### src/rtl/collatz_stepper_if.sv
// collatz_stepper_if: slow-clock, load request and result bundle for collatz_stepper.
// Revision: 1.0
`default_nettype none

interface collatz_stepper_if #(
  parameter int WIDTH       = 16,
  parameter int COUNT_WIDTH = 8
) ();
  logic                   slow_clk;
  logic                   start;
  logic [WIDTH-1:0]       seed;
  logic [WIDTH-1:0]       value;
  logic [COUNT_WIDTH-1:0] steps;
  logic [WIDTH-1:0]       peak;
  logic                   busy;
  logic                   done;
  logic                   overflow;

  modport master (
    output slow_clk, start, seed,
    input  value, steps, peak, busy, done, overflow
  );

  modport slave (
    input  slow_clk, start, seed,
    output value, steps, peak, busy, done, overflow
  );
endinterface

`default_nettype wire

### src/rtl/collatz_stepper.sv
// collatz_stepper: advances one 3n+1 step per rising edge of the divided slow clock.
// Revision: 1.0
`default_nettype none

module collatz_stepper #(
  parameter int WIDTH       = 16,
  parameter int COUNT_WIDTH = 8
) (
  input  logic               clkin,
  input  logic               reset,
  collatz_stepper_if.slave   bus
);

  localparam logic [1:0] S_IDLE = 2'd0;
  localparam logic [1:0] S_RUN  = 2'd1;
  localparam logic [1:0] S_HALT = 2'd2;

  localparam logic [COUNT_WIDTH-1:0] c_STEPS_MAX = '1;

  logic [1:0]             r_state;
  logic                   r_slow_q;
  logic [WIDTH-1:0]       r_value;
  logic [COUNT_WIDTH-1:0] r_steps;
  logic [WIDTH-1:0]       r_peak;
  logic                   r_busy;
  logic                   r_done;
  logic                   r_overflow;

  logic                   w_tick;
  logic [WIDTH+1:0]       w_ext;
  logic [WIDTH+1:0]       w_next;
  logic                   w_fits;
  logic [WIDTH-1:0]       w_next_val;

  assign w_tick     = bus.slow_clk & ~r_slow_q;
  assign w_ext      = {2'b00, r_value};
  // Two guard bits hold the widest 3n+1 so overflow is a simple top-bits test.
  assign w_next     = r_value[0] ? (w_ext + (w_ext << 1) + (WIDTH+2)'(1)) : (w_ext >> 1);
  assign w_fits     = (w_next[WIDTH+1:WIDTH] == 2'b00);
  assign w_next_val = w_next[WIDTH-1:0];

  always_ff @(posedge clkin) begin
    if (reset) begin
      r_state    <= S_IDLE;
      r_slow_q   <= 1'b0;
      r_value    <= '0;
      r_steps    <= '0;
      r_peak     <= '0;
      r_busy     <= 1'b0;
      r_done     <= 1'b0;
      r_overflow <= 1'b0;
    end else begin
      r_slow_q <= bus.slow_clk;
      case (r_state)
        S_IDLE, S_HALT: begin
          if (bus.start && (bus.seed != '0)) begin
            r_value    <= bus.seed;
            r_peak     <= bus.seed;
            r_steps    <= '0;
            r_overflow <= 1'b0;
            if (bus.seed == WIDTH'(1)) begin
              r_done  <= 1'b1;
              r_busy  <= 1'b0;
              r_state <= S_HALT;
            end else begin
              r_done  <= 1'b0;
              r_busy  <= 1'b1;
              r_state <= S_RUN;
            end
          end
        end
        S_RUN: begin
          if (w_tick) begin
            if (!w_fits) begin
              r_overflow <= 1'b1;
              r_busy     <= 1'b0;
              r_state    <= S_HALT;
            end else begin
              r_value <= w_next_val;
              if (r_steps != c_STEPS_MAX) begin
                r_steps <= r_steps + COUNT_WIDTH'(1);
              end
              if (w_next_val > r_peak) begin
                r_peak <= w_next_val;
              end
              if (w_next_val == WIDTH'(1)) begin
                r_done  <= 1'b1;
                r_busy  <= 1'b0;
                r_state <= S_HALT;
              end
            end
          end
        end
        default: begin
          r_state <= S_IDLE;
          r_busy  <= 1'b0;
        end
      endcase
    end
  end

  assign bus.value    = r_value;
  assign bus.steps    = r_steps;
  assign bus.peak     = r_peak;
  assign bus.busy     = r_busy;
  assign bus.done     = r_done;
  assign bus.overflow = r_overflow;

endmodule

`default_nettype wire

### src/flat_wrapper.sv
// flat-port wrapper written by rule: the top's interface ports become plain ports
module collatz_stepper_flat 
#(
  parameter int WIDTH       = 16,
  parameter int COUNT_WIDTH = 8
)
  (clkin, reset, bus_slow_clk, bus_start, bus_seed, bus_value, bus_steps, bus_peak, bus_busy, bus_done, bus_overflow);
  collatz_stepper_if #(.WIDTH(WIDTH), .COUNT_WIDTH(COUNT_WIDTH)) bus_i ();
  input  logic clkin;
  input  logic reset;
  input wire logic [$bits(bus_i.slow_clk)-1:0] bus_slow_clk;
  input wire logic [$bits(bus_i.start)-1:0] bus_start;
  input wire logic [$bits(bus_i.seed)-1:0] bus_seed;
  output wire logic [$bits(bus_i.value)-1:0] bus_value;
  output wire logic [$bits(bus_i.steps)-1:0] bus_steps;
  output wire logic [$bits(bus_i.peak)-1:0] bus_peak;
  output wire logic [$bits(bus_i.busy)-1:0] bus_busy;
  output wire logic [$bits(bus_i.done)-1:0] bus_done;
  output wire logic [$bits(bus_i.overflow)-1:0] bus_overflow;
  assign bus_i.slow_clk = bus_slow_clk;
  assign bus_i.start = bus_start;
  assign bus_i.seed = bus_seed;
  assign bus_value = bus_i.value;
  assign bus_steps = bus_i.steps;
  assign bus_peak = bus_i.peak;
  assign bus_busy = bus_i.busy;
  assign bus_done = bus_i.done;
  assign bus_overflow = bus_i.overflow;
  collatz_stepper #(.WIDTH(WIDTH), .COUNT_WIDTH(COUNT_WIDTH)) u_core (.clkin(clkin), .reset(reset), .bus(bus_i));
endmodule
### config.mk
export PLATFORM = sky130hd
export DESIGN_NAME = collatz_stepper_flat
export DESIGN_NICKNAME = d
export VERILOG_FILES = /design/src/rtl/collatz_stepper_if.sv /design/src/rtl/collatz_stepper.sv /design/src/flat_wrapper.sv
export SDC_FILE = /design/constraint.sdc
export NUM_CORES = 1
export LEC_CHECK = 0
export ABC_AREA = 1
export BUFFER_PORTS_ARGS = -buffer_cell sky130_fd_sc_hd__buf_2
export CAP_MARGIN = 20
export CORE_MARGIN = 3
export CORE_UTILIZATION = 28
export DETAILED_ROUTE_END_ITERATION = 16
export GPL_TIMING_DRIVEN = 0
export PLACE_DENSITY_LB_ADDON = 0.1
export SLEW_MARGIN = 20
export SYNTH_ARGS = -nofsm -noshare
export SYNTH_HDL_FRONTEND = slang
export SYNTH_SLANG_ARGS = --single-unit
### constraint.sdc
create_clock -name clkin -period 6.6 [get_ports clkin]
set_input_delay 0.99 -clock clkin [delete_from_list [all_inputs] [get_ports clkin]]
set_output_delay 0.99 -clock clkin [all_outputs]
set_load 0.01 [all_outputs]
Word-level counts from Yosys, hierarchy flattened:

Cells that the tools add are included.

* register bits after elaboration: 46
* input bits: 20
* output and inout port bits: 43
* word-level logic and storage cells: 75

* add/subtract/negate cells: 3
* order comparisons: 1
* equal/unequal tests: 13
* multiplexer cells: 36
* bitwise logic cells: 2
* reduce and logical (&&, ||, !) cells: 12

Operator list (count)
* two-way mux 16 bit: 6
* case mux 16 bit (2 select lines): 2
* == test 16 x 1 -> 1 bit (second input constant): 2
* two-way mux 8 bit: 4
* adder 16 x 17 -> 18 bit: 1
* adder 18 x 1 -> 18 bit (second input constant): 1
* two-way mux 18 bit: 1
* greater-than comparator 16 bit: 1
* case mux 8 bit (2 select lines): 1
* nonzero test 16 bit: 1
* AND reduction 5 bit: 3
* two-way mux 1 bit: 13
* inequality test 2 x 1 -> 1 bit (second input constant): 6
* two-way mux 2 bit: 5
* adder 8 x 1 -> 8 bit (second input constant): 1
* inequality test 8 bit (second input constant): 1
* AND reduction 4 bit: 2
* case mux 1 bit (2 select lines): 3
* logical NOT 2 bit: 2
* case mux 2 bit (2 select lines): 1
* inequality test 3 bit (second input constant): 1
* AND reduction 3 bit: 1
* == test 2 x 1 -> 1 bit (second input constant): 1
* == test 2 bit (second input constant): 1
* other kinds (6): 6

Logic depth before layout (Yosys ltp):

Gate-level depths: netlist of the first run.

* depth in word-level cells: 8
* gate-level depth with buffers: 26

Least setup slack after synthesis of the first run:

OpenSTA, ideal clock, no wires.

* path type: register to register
* start: register u_core.r_value[0] (netlist: u_core.bus.value[0])
* end: register u_core.r_peak[10] (netlist: u_core.bus.peak[10])
* library setup time: 128 ps
* arrival time: 3177 ps
* data required time: 6472 ps
* path slack: 3296 ps
* cell stages (with the launch flop): 27
* path buffers: 3
* clock period less this slack: 3304 ps
* path through: dfxtp_1 > buf_2 > inv_1 > buf_2 > ha_1 > nor2_1 > nand3_1 > nand3_1 > nand2_1 > nand2_1 > nand2_1 > nand2_1 > nand2_1 > nand2_1 > inv_1 > ha_1 > a21oi_1 > nor2_1 > nor4_1 > nand2_1 > nand2_1 > nand2_1 > nand2_2 > buf_6 > nand2_1 > o21ai_1 > nor2_1

* cells in the longest elaborated chain, start to end: 7

Ends and longest elaborated chain
* start: declaration: RTL line collatz_stepper.sv:22 `logic [WIDTH-1:0] r_value;`
* start signal: assignment: RTL line collatz_stepper.sv:57 `r_value <= bus.seed;`
* start signal: assignment: RTL line collatz_stepper.sv:79 `r_value <= w_next_val;`
* adder 16 x 17 -> 18 bit: RTL line collatz_stepper.sv:38 `assign w_next = r_value[0] ? (w_ext + (w_ext << 1) + (WIDTH+2)'(1)) : (w_ext >> 1);`
* adder 18 x 1 -> 18 bit: RTL line collatz_stepper.sv:38
* two-way mux 18 bit *: RTL line collatz_stepper.sv:38
* parallel branches: the longest is 4 deep, another holds greater-than comparator 16 bit
* end signal: assignment: RTL line collatz_stepper.sv:58 `r_peak <= bus.seed;`
* end signal: assignment: RTL line collatz_stepper.sv:84 `r_peak <= w_next_val;`
* end: declaration: RTL line collatz_stepper.sv:24 `logic [WIDTH-1:0] r_peak;`

Mark *: on every way between the ends. The select of a mux whose other input is x is not followed.
A chain may end at the register's enable or synchronous reset.

Worst setup path in the final report of the first run:

* start: register u_core.r_value[0] (netlist: u_core.bus.value[0])
* end: register u_core.r_peak[13] (netlist: u_core.bus.peak[13])

The elaborated chain is that of the path after synthesis.

==> run_results.csv, run 1 <==
group,metric,value,unit
synthesis,syn_inst,621,
cells_and_area,multi_input_area,2340,um^2
grt,antenna_found_initial,0,
synthesis,ys_seq_area_frac,0.241,
floorplanning,core-area,12800,um^2
synthesis,ys_warn_count,0,
power_and_ir_drop,p_total,1.79,mW
detailed_routing,vias,3917,
detailed_routing,first_iter_violations,207,
cells_and_area,area.sequential,901,um^2
placed_design,dp_hpwl,9980,um
setup_path,cp.arrival,4180,ps
placed_design,placed_area,4260,um^2
cells_and_area,fin_area,4400,um^2
sta,fmax,249,MHz
floorplanning,start_util,0.291,
sta,relSlewSlack,0.629,
setup_path,crit_start,"u_core.bus.value[0]",
detailed_routing,viasPerCell,4.54,
detailed_routing,dr.pass1.iters,4,
hold_path,hp-class,"reg -> reg",
clocking,cts_setup_buffers,0,
synthesis,syn_avg_cell_area,6.01,um^2
cells_and_area,fin_util,0.343,
setup_path,reg2reg_from,"u_core.bus.value[0]",
grt,grt_max_degree,14,
sta,setup_violations,0,
placed_design,place.port_buffers,62,
synthesis,ys_types,34,
grt,grt_pass1_wl,19200,um
sta,fin_setup_tns,0,ps
detailed_routing,ant_nets,0,
synthesis,syn-cell-area,3730,um^2
setup_path,required,6760,ps
sta,layout_min_cycle_time,4020,ps
setup_path,r2r_slack,2580,ps
power_and_ir_drop,p_leak,2.37,nW
clocking,cts_root_buf,"clkbuf_16",
setup_path,crit_type,"reg -> reg",
clocking,htreeDepth,2,
placed_design,globalplace.congestion,0.847,
sta,worst_pin_slew,556,ps
synthesis,synth_fp_nets,677,
cells_and_area,nets,746,
clocking,tritoncts,"built",
synthesis,synth_seq_cells,45,
detailed_routing,routed_wl,11900,um
cells_and_area,antennaDiodeCount,0,
outcome,status,"finished clean",
sta,finalClockSkew,4.84,ps
power_and_ir_drop,irDropWorstVdd,130,uV
grt,grt_pass1_vias,3754,
detailed_routing,wl_per_cell,13.7,um
floorplanning,die_height,121,um
sta,slew_viol_final,0,
setup_path,cp-endpoint,"u_core.bus.peak[13]",
floorplanning,rows,41,
clocking,numCtsBuffers,5,
cells_and_area,final_cells,863,
cells_and_area,area_delta_synth_final,17.8,%
clocking,clock-sinks,45,
setup_path,r2r-end,"u_core.bus.peak[13]",
placed_design,dp.cells,855,
clocking,cts_resized,0,
setup_path,path_max_fanout,10,
grt,grt.overflow.total,0,
setup_path,rr_worst_depth,26,
sta,rsz0062_at_grt,"false",
cells_and_area,n_fill_cell,1497,
sta,min_period_over_period,0.608,
floorplanning,die_w,121,um
cells_and_area,drive_above_1_share,0.136,
setup_path,endpoint_kind,"flip-flop",
clocking,ctsLongestPathBuffers,2,
clocking,cts.clk_slew.worst_paths,60,ps
detailed_routing,post-route-drc-count,0,
clocking,hold_buffers,0,
job,cap_violations,0,
setup_path,start_kind,"flip-flop",
floorplanning,io_pins,63,
sta,hold_viol,0,
floorplanning,die_area,14800,um^2
clocking,insertion_delay,290,ps
grt,grt_use_total,0.166,
power_and_ir_drop,p_per_area,406,nW/um^2
-- cells by family after synthesis --
family                     after synthesis  synth area share
DFF                                     45             0.241
adders and majority gates               36             0.123
buffers and inverters                  121             0.131
AOI/OAI and AO/OA                      100             0.139
and+or+nand+nor                        317             0.361
xor gates and xnor gates                 2           0.00469
-- placed cells by master, fill, tap and decap left out, types with 3 or more instances in the layout --
cell,synthesis,routed
nand3_2,3,3
inv_2,4,4
nor2_1,60,60
ha_1,35,35
o21ai_0,28,28
buf_6,3,3
nand4_1,11,11
clkbuf_1,6,7
nand2_2,4,4
a21oi_1,41,41
nand3_1,34,34
o21ai_1,23,23
nand2_1,188,188
nor4_1,4,4
nor3_1,4,4
dfxtp_1,45,45
buf_2,5,67
a31oi_1,3,3
clkbuf_16,0,5
nand3b_1,4,4
inv_1,100,100
-- final cells by class --
class                   instances  share of cell area
plain buffers                  16              0.0219
clock buffers                   6              0.0293
clock inverters                 2             0.00228
inverters                     105              0.0896
multi-input cells             455               0.533
flip-flops and latches         45               0.205
well taps                     172              0.0489
repair buffers                 62              0.0705
-- report_power, final --
group / switching (mW) / leakage [nW] / internal, mW
Clock: 0.107 / 0.0706 / 0.139
Sequential: 0.0790 / 0.372 / 0.351
Combinational: 0.705 / 1.93 / 0.405
Total: 0.891 / 2.37 / 0.896
-- flip-flops by register name, indices dropped and copies added (netlist names) --
| name | count |
|---|---|
| u_core.bus.done | 1 |
| u_core.bus.overflow | 1 |
| u_core.bus.peak | 16 |
| u_core.bus.steps | 8 |
| u_core.bus.value | 16 |
| u_core.r_slow_q | 1 |
| u_core.r_state | 2 |
-- cells in the mapped netlist --
library cell,count,share of area
nand2_1,188,0.19
inv_1,100,0.10
nor2_1,60,0.060
dfxtp_1,45,0.24
a21oi_1,41,0.055
ha_1,35,0.12
nand3_1,34,0.046
o21ai_0,28,0.038
o21ai_1,23,0.031
nand4_1,11,0.018
clkbuf_1,6,0.0060
buf_2,5,0.0067
inv_2,4,0.0040
nand2_2,4,0.0067
nand3b_1,4,0.0080
nor3_1,4,0.0054
nor4_1,4,0.0067
a31oi_1,3,0.0050
buf_6,3,0.0090
nand3_2,3,0.0080
buf_4,2,0.0040
xnor2_1,2,0.0047
a21oi_2,1,0.0023
and2_1,1,0.0017
and3b_1,1,0.0023
clkinv_1,1,0.0010
fa_1,1,0.0054
nor2_2,1,0.0017
nor2_8,1,0.0054
o211ai_1,1,0.0020
o21a_1,1,0.0020
o221ai_1,1,0.0023
o31a_1,1,0.0023
or2_2,1,0.0017
-- metal layers --
layer	GRT usage	part of all wire	vias to the layer above
met5	0	0	-
met4	0.0238	0.0055	0
met3	0.0345	0.038	6
met2	0.267	0.44	62
met1	0.233	0.52	1732
li1	-	-	2117
-- metrics by stage --
stage,hold slack (ps),setup slack [ps]
final,463,2580
after detailed placement,460,2600
after global routing,502,2100
after floorplan,453,3300
after CTS,469,2580
after global placement,451,2590
-- worst max-delay path, stage by stage (launching register included) --
cell	delay, ps
dfxtp_1	550
buf_2	310
inv_1	110
buf_2	200
ha_1	310
nor2_1	140
nand3_1	100
nand3_1	120
nand2_1	100
nand2_1	80
nand2_1	40
nand2_1	60
nand2_1	50
nand2_1	110
inv_1	60
ha_1	290
a21oi_1	130
nor2_1	50
nor4_1	340
nand2_1	90
nand2_1	60
nand2_1	100
nand2_2	130
buf_6	170
nand2_1	60
o21ai_1	70
nor2_1	50
-- how the worst min path moves through the flow --
| stage | start | end | cells past startpoint |
|---|---|---|---|
| floorplan | u_core.r_state[1] | u_core.r_state[1] | 2 |
| global placement | u_core.bus.steps[6] | u_core.bus.steps[6] | 2 |
| detailed placement | u_core.bus.steps[6] | u_core.bus.steps[6] | 2 |
| CTS | u_core.bus.steps[6] | u_core.bus.steps[6] | 2 |
| global route | u_core.bus.steps[6] | u_core.bus.steps[6] | 2 |
| finish | u_core.bus.steps[6] | u_core.bus.steps[6] | 2 |
No activity file was read; power rests on OpenSTA's default activity.
==> run 2, diff against run 1 <==
- ABC_AREA: 1 -> 0
- clock period: 6.6 -> 3.3 ns (I/O delays scaled with it)
==> run_results.csv, run 2 <==
group,metric,value,unit
outcome,status,"finished, violations left",
outcome,violations,"setup timing",
setup_path,r2r_slack,-510,ps
detailed_routing,vias,4071,
floorplanning,die_w,122,um
hold_path,worstHoldStart,"bus_slow_clk",
synthesis,ys_seq_area_frac,0.240,
synthesis,syn-cell-area,3750,um^2
cells_and_area,layout_common_cells,"buf_2 (66), a21oi_1 (42), nor2_1 (42)",
placed_design,dp_hpwl,10900,um
detailed_routing,viasPerCell,5.44,
setup_path,crit_type,"reg -> reg",
job,cap_violations,0,
detailed_routing,first_iter_violations,211,
cells_and_area,final_cells,748,
synthesis,async_flop_share,0,
clocking,cts_root_buf,"clkbuf_16",
hold_path,hold_path_depth,2,
hold_path,hold_end,"u_core.r_slow_q",
power_and_ir_drop,p_total,2.32,mW
clocking,ctsLongestPathBuffers,2,
setup_path,r2r-end,"u_core.bus.peak[14]",
placed_design,place.port_buffers,61,
sta,fmax,263,MHz
sta,rsz0062_at_grt,"true",
grt,grt_pass1_wl,21900,um
setup_path,required,3510,ps
synthesis,synth_seq_cells,45,
synthesis,syn_avg_cell_area,7.77,um^2
detailed_routing,routed_wl,14000,um
grt,grt_pass1_vias,4032,
synthesis,yosys-top-cells-count,"a21oi_1 (48), nor2_1 (46), dfxtp_1 (45), ha_1 (35), nand2_1 (33)",
floorplanning,die_area,14800,um^2
sta,min_period_over_period,1.15,
detailed_routing,wl_per_cell,18.7,um
detailed_routing,dr.pass1.iters,5,
setup_path,reg2reg_from,"u_core.bus.value[4]",
clocking,numCtsBuffers,5,
synthesis,synth_top_area_frac,0.240,
floorplanning,start_util,0.291,
placed_design,dp_worst_setup_slack,-980,ps
sta,finalClockSkew,7.05,ps
synthesis,ys_warn_count,0,
synthesis,synth_fp_nets,539,
sta,worst_pin_slew,646,ps
power_and_ir_drop,p_per_area,457,nW/um^2
cells_and_area,nets,632,
floorplanning,rows,41,
sta,layout_setup_ws,-507,ps
floorplanning,io_pins,63,
synthesis,ys_top_cells_by_area,"dfxtp_1 (24%), ha_1 (12%), a21oi_1 (6.4%)",
placed_design,globalplace.congestion,0.880,
synthesis,ys.flop_type,"dfxtp_1",
clocking,insertion_delay,300,ps
synthesis,synth.largest_area_cell,"dfxtp_1",
setup_path,path_max_fanout,5,
cells_and_area,n_fill_cell,1376,
grt,grt_use_total,0.190,
clocking,cts.clk_slew.worst_paths,60,ps
power_and_ir_drop,irDropWorstVdd,247,uV
clocking,tritoncts,"built",
sta,slew_viol_final,0,
floorplanning,core-area,12900,um^2
synthesis,synth_enable_flop_cells,0,
synthesis,yosysMostFrequentCell,"a21oi_1",
placed_design,dp.cells,716,
cells_and_area,area_delta_synth_final,35.1,%
placed_design,placed_area,4410,um^2
setup_path,endpoint_kind,"flip-flop",
cells_and_area,antennaDiodeCount,0,
power_and_ir_drop,p_leak,2.16,nW
cells_and_area,drive_above_1_share,0.328,
setup_path,rr_worst_depth,17,
synthesis,ys_types,67,
grt,grt.overflow.total,0,
grt,grt_max_degree,13,
sta,layout_min_cycle_time,3810,ps
hold_path,hp-class,"in -> reg",
cells_and_area,layout_commonest_cell,"buf_2",
setup_path,cp.arrival,4010,ps
detailed_routing,post-route-drc-count,0,
cells_and_area,fin_area,5070,um^2
sta,relSlewSlack,0.568,
setup_path,start_kind,"flip-flop",
grt,antenna_found_initial,0,
floorplanning,die_height,122,um
synthesis,syn_inst,483,
clocking,clock-sinks,45,
detailed_routing,ant_nets,0,
sta,hold_viol,0,
clocking,htreeDepth,2,
sta,setup_violations,16,
-- run 2: critical path, cell delays in order, from the launching register on --
cell and delay (ps):
dfxtp_4 380, ha_4 290, nand2_2 60, or3b_4 410
a2111oi_4 330, nand2b_4 200, xnor2_2 80, and2_4 170
ha_4 260, nand4_1 150, nor2_2 230, a211oi_2 90
o21ai_1 120, o21a_4 170, a31oi_4 50, buf_8 160
or4_4 470, o31ai_1 80
-- run 2: worst max path at each step --
| stage | startpoint | endpoint | slack (ps) |
|---|---|---|---|
| floorplan | u_core.bus.value[4] | u_core.bus.peak[14] | -160 |
| CTS | u_core.bus.value[2] | u_core.bus.peak[14] | -400 |
| detailed placement | u_core.bus.value[0] | u_core.bus.peak[5] | -980 |
| global placement | u_core.bus.value[0] | u_core.bus.peak[8] | -950 |
| global route | u_core.bus.value[2] | u_core.bus.peak[15] | -660 |
| finish | u_core.bus.value[4] | u_core.bus.peak[14] | -510 |
-- run 2: layout make-up --
class	instances	area, um^2	share of cell area
multi-input cells	381	2950	0.581
flip-flops and latches	45	941	0.186
repair buffers	88	526	0.104
well taps	172	215	0.0425
plain buffers	23	165	0.0326
clock buffers	7	143	0.0281
inverters	32	133	0.0262
-- run 2: report_power, final --
group          internal (mW)  total [mW]  leakage (nW)  switching (mW)
combinational          0.504        1.13          1.71           0.630
sequential             0.604       0.674         0.377          0.0706
clock                  0.298       0.507        0.0700           0.210
total                   1.41        2.32          2.16           0.911
-- run 2: cells by family (layout without fill, tap and decap cells) --
family,Yosys count,count (layout),synth area share
buf+inv,58,150,0.0647
compound gates,154,155,0.289
simple gates,169,169,0.229
mux,15,15,0.0410
flops,45,45,0.240
xor+xnor,6,6,0.0140
fa+ha+maj,36,36,0.122
-- run 2: through the flow --
| stage | TNS [ps] | hold WS [ps] | util |
|---|---|---|---|
| after floorplan | -2190 | 498 | - |
| after global placement | -14750 | 482 | 0.342 |
| after detailed placement | -15020 | 487 | 0.342 |
| after CTS | -5370 | 436 | 0.390 |
| after global routing | -9890 | 453 | 0.394 |
| final | -7100 | 437 | 0.394 |
-- run 2: timing repair --
action,CTS,global route
hold buffers,0,0
buffers inserted,24,2
setup endpoints to repair,26,16
gates resized for setup,70,8
pin swaps,25,3
gates cloned,2,0
-- run 2: per-layer routing --
layer | track usage | wire (um) | vias up
li1 | - | - | 1980
met1 | 0.254 | 6450 | 1970
met2 | 0.319 | 6640 | 107
met3 | 0.0269 | 665 | 14
met4 | 0.0525 | 200 | 0
met5 | 0 | 0 | -
==> run 3, diff against run 2 <==
- clock period: 3.3 -> 4.3 ns (I/O delays scaled with it)
==> run_results.csv, run 3 (synthesis gave the netlist of run 2 again) <==
group,metric,value,unit
clocking,cts.clk_slew.worst_paths,60,ps
detailed_routing,met1Wirelength,6550,um
cells_and_area,drive_above_1_share,0.215,
detailed_routing,first_iter_violations,183,
clocking,clock-sinks,45,
cells_and_area,final_cells,725,
sta,fmax,248,MHz
sta,worst_pin_slew,688,ps
detailed_routing,wl_met3,603,um
floorplanning,rows,41,
setup_path,crit_start,"u_core.bus.value[0]",
detailed_routing,routed_wl,13500,um
sta,setup_violations,0,
power_and_ir_drop,p_per_area,373,nW/um^2
detailed_routing,wl_per_cell,18.6,um
setup_path,crit_type,"reg -> reg",
setup_path,required,4500,ps
setup_path,cp-endpoint,"u_core.bus.peak[13]",
hold_path,hp-class,"reg -> reg",
sta,relSlewSlack,0.541,
setup_path,start_kind,"flip-flop",
grt,grt_pass1_vias,3804,
cells_and_area,area.sequential,908,um^2
setup_path,reg2reg_from,"u_core.bus.value[0]",
cells_and_area,multi_input_area,2680,um^2
cells_and_area,nets,608,
placed_design,placed_area,4270,um^2
floorplanning,die_area,14800,um^2
grt,grt_pass1_wl,20800,um
sta,layout_min_cycle_time,4040,ps
detailed_routing,dr.pass1.iters,4,
setup_path,rr_worst_depth,18,
detailed_routing,viasPerCell,5.37,
floorplanning,io_pins,63,
clocking,numCtsBuffers,5,
power_and_ir_drop,p_leak,1.95,nW
clocking,cts_root_buf,"clkbuf_16",
grt,antenna_found_initial,0,
detailed_routing,top_layer,"met4",
floorplanning,die_height,122,um
cells_and_area,n_fill_cell,1427,
setup_path,r2r_slack,260,ps
detailed_routing,routed-wl-met2,5870,um
setup_path,path_max_fanout,10,
sta,slew_viol_final,0,
clocking,tritoncts,"built",
cells_and_area,layout_commonest_cell,"buf_2",
setup_path,r2r-end,"u_core.bus.peak[13]",
sta,min_period_over_period,0.938,
cells_and_area,area_delta_synth_final,21.5,%
job,cap_violations,0,
floorplanning,start_util,0.291,
clocking,insertion_delay,290,ps
cells_and_area,antennaDiodeCount,0,
placed_design,place.port_buffers,61,
placed_design,dp.cells,716,
cells_and_area,fin_area,4560,um^2
floorplanning,core-area,12900,um^2
detailed_routing,vias,3892,
hold_path,hold_path_depth,2,
detailed_routing,ant_nets,0,
clocking,htreeDepth,2,
sta,hold_viol,0,
outcome,status,"finished clean",
clocking,ctsLongestPathBuffers,2,
setup_path,cp.arrival,4230,ps
floorplanning,die_w,122,um
grt,grt.overflow.total,0,
power_and_ir_drop,irDropWorstVdd,150,uV
cells_and_area,fin_util,0.354,
setup_path,endpoint_kind,"flip-flop",
grt,grt_use_total,0.182,
placed_design,globalplace.congestion,0.926,
placed_design,dp_hpwl,10800,um
sta,finalClockSkew,6.21,ps
cells_and_area,layout_common_cells,"buf_2 (66), a21oi_1 (46), nor2_1 (45)",
detailed_routing,post-route-drc-count,0,
grt,grt_max_degree,15,
power_and_ir_drop,p_total,1.70,mW
[run 3: cell count changes in the layout (fill, tap and decap cells not counted), sizes merged]
cell    before  now
clkbuf      18   16
inv         31   32
buf        100   77
bufinv       0    2
a31o         4    3
[run 3: per-stage QoR]
step / setup WS (ps) / hold slack [ps] / setup TNS [ps]
final: 265 / 492 / 0
after global routing: -14.1 / 527 / -19.1
after CTS: 21.1 / 502 / 0
after detailed placement: -453 / 494 / -6510
after global placement: -514 / 484 / -7660
after floorplan: 465 / 498 / 0
[run 3: area by class of cell]
type,instances,share of cell area
sequential,45,0.199
clock inverter,3,0.0143
buffer,26,0.0288
inverter,32,0.0269
multi-input combinational,380,0.588
tap,172,0.0472
clock buffer,5,0.0274
timing repair buffer,62,0.0686
[run 3: timing repair]
action / 4_1_cts / 5_1_grt
pin swaps: 1 / 2
endpoints found under the setup margin: 16 / 16
gates cloned: 0 / 0
resized for setup: 6 / 25
setup buffers: 1 / 0
hold buffers: 0 / 0
[run 3: layer usage]
| layer | track usage | up-vias |
|---|---|---|
| li1 | - | 1938 |
| met1 | 0.249 | 1816 |
| met2 | 0.288 | 106 |
| met3 | 0.0232 | 32 |
| met4 | 0.0784 | 0 |
| met5 | 0 | - |
[run 3: where the power goes]
part | internal [mW] | leakage, nW | total, mW | switching, mW
sequential | 0.462 | 0.371 | 0.511 | 0.0494
combinational | 0.265 | 1.48 | 0.683 | 0.418
clock | 0.332 | 0.0938 | 0.506 | 0.174
total | 1.06 | 1.95 | 1.70 | 0.642
[run 3: worst min-delay path by stage]
stage,start,to,slack (ps)
after global placement,u_core.bus.peak[8],u_core.bus.peak[8],480
final,u_core.bus.peak[8],u_core.bus.peak[8],490
after detailed placement,u_core.bus.peak[8],u_core.bus.peak[8],490
after CTS,u_core.bus.peak[8],u_core.bus.peak[8],500
after floorplan,u_core.bus.steps[7],u_core.bus.steps[7],500
after global routing,u_core.bus.peak[8],u_core.bus.peak[8],530
[run 3: worst max-delay path: stages (launching register included)]
cell and delay (ps):
dfxtp_2 400, buf_4 210, inv_4 80, buf_4 190, ha_1 300, nand4b_1 220
o221ai_2 230, a21oi_1 100, o211ai_1 380, ha_1 320, nand4_1 120, nor2_1 70
and2_1 180, nand2_1 100, o21a_1 150, a31oi_1 50, clkbuf_2 190, or4_1 560
o31ai_1 100
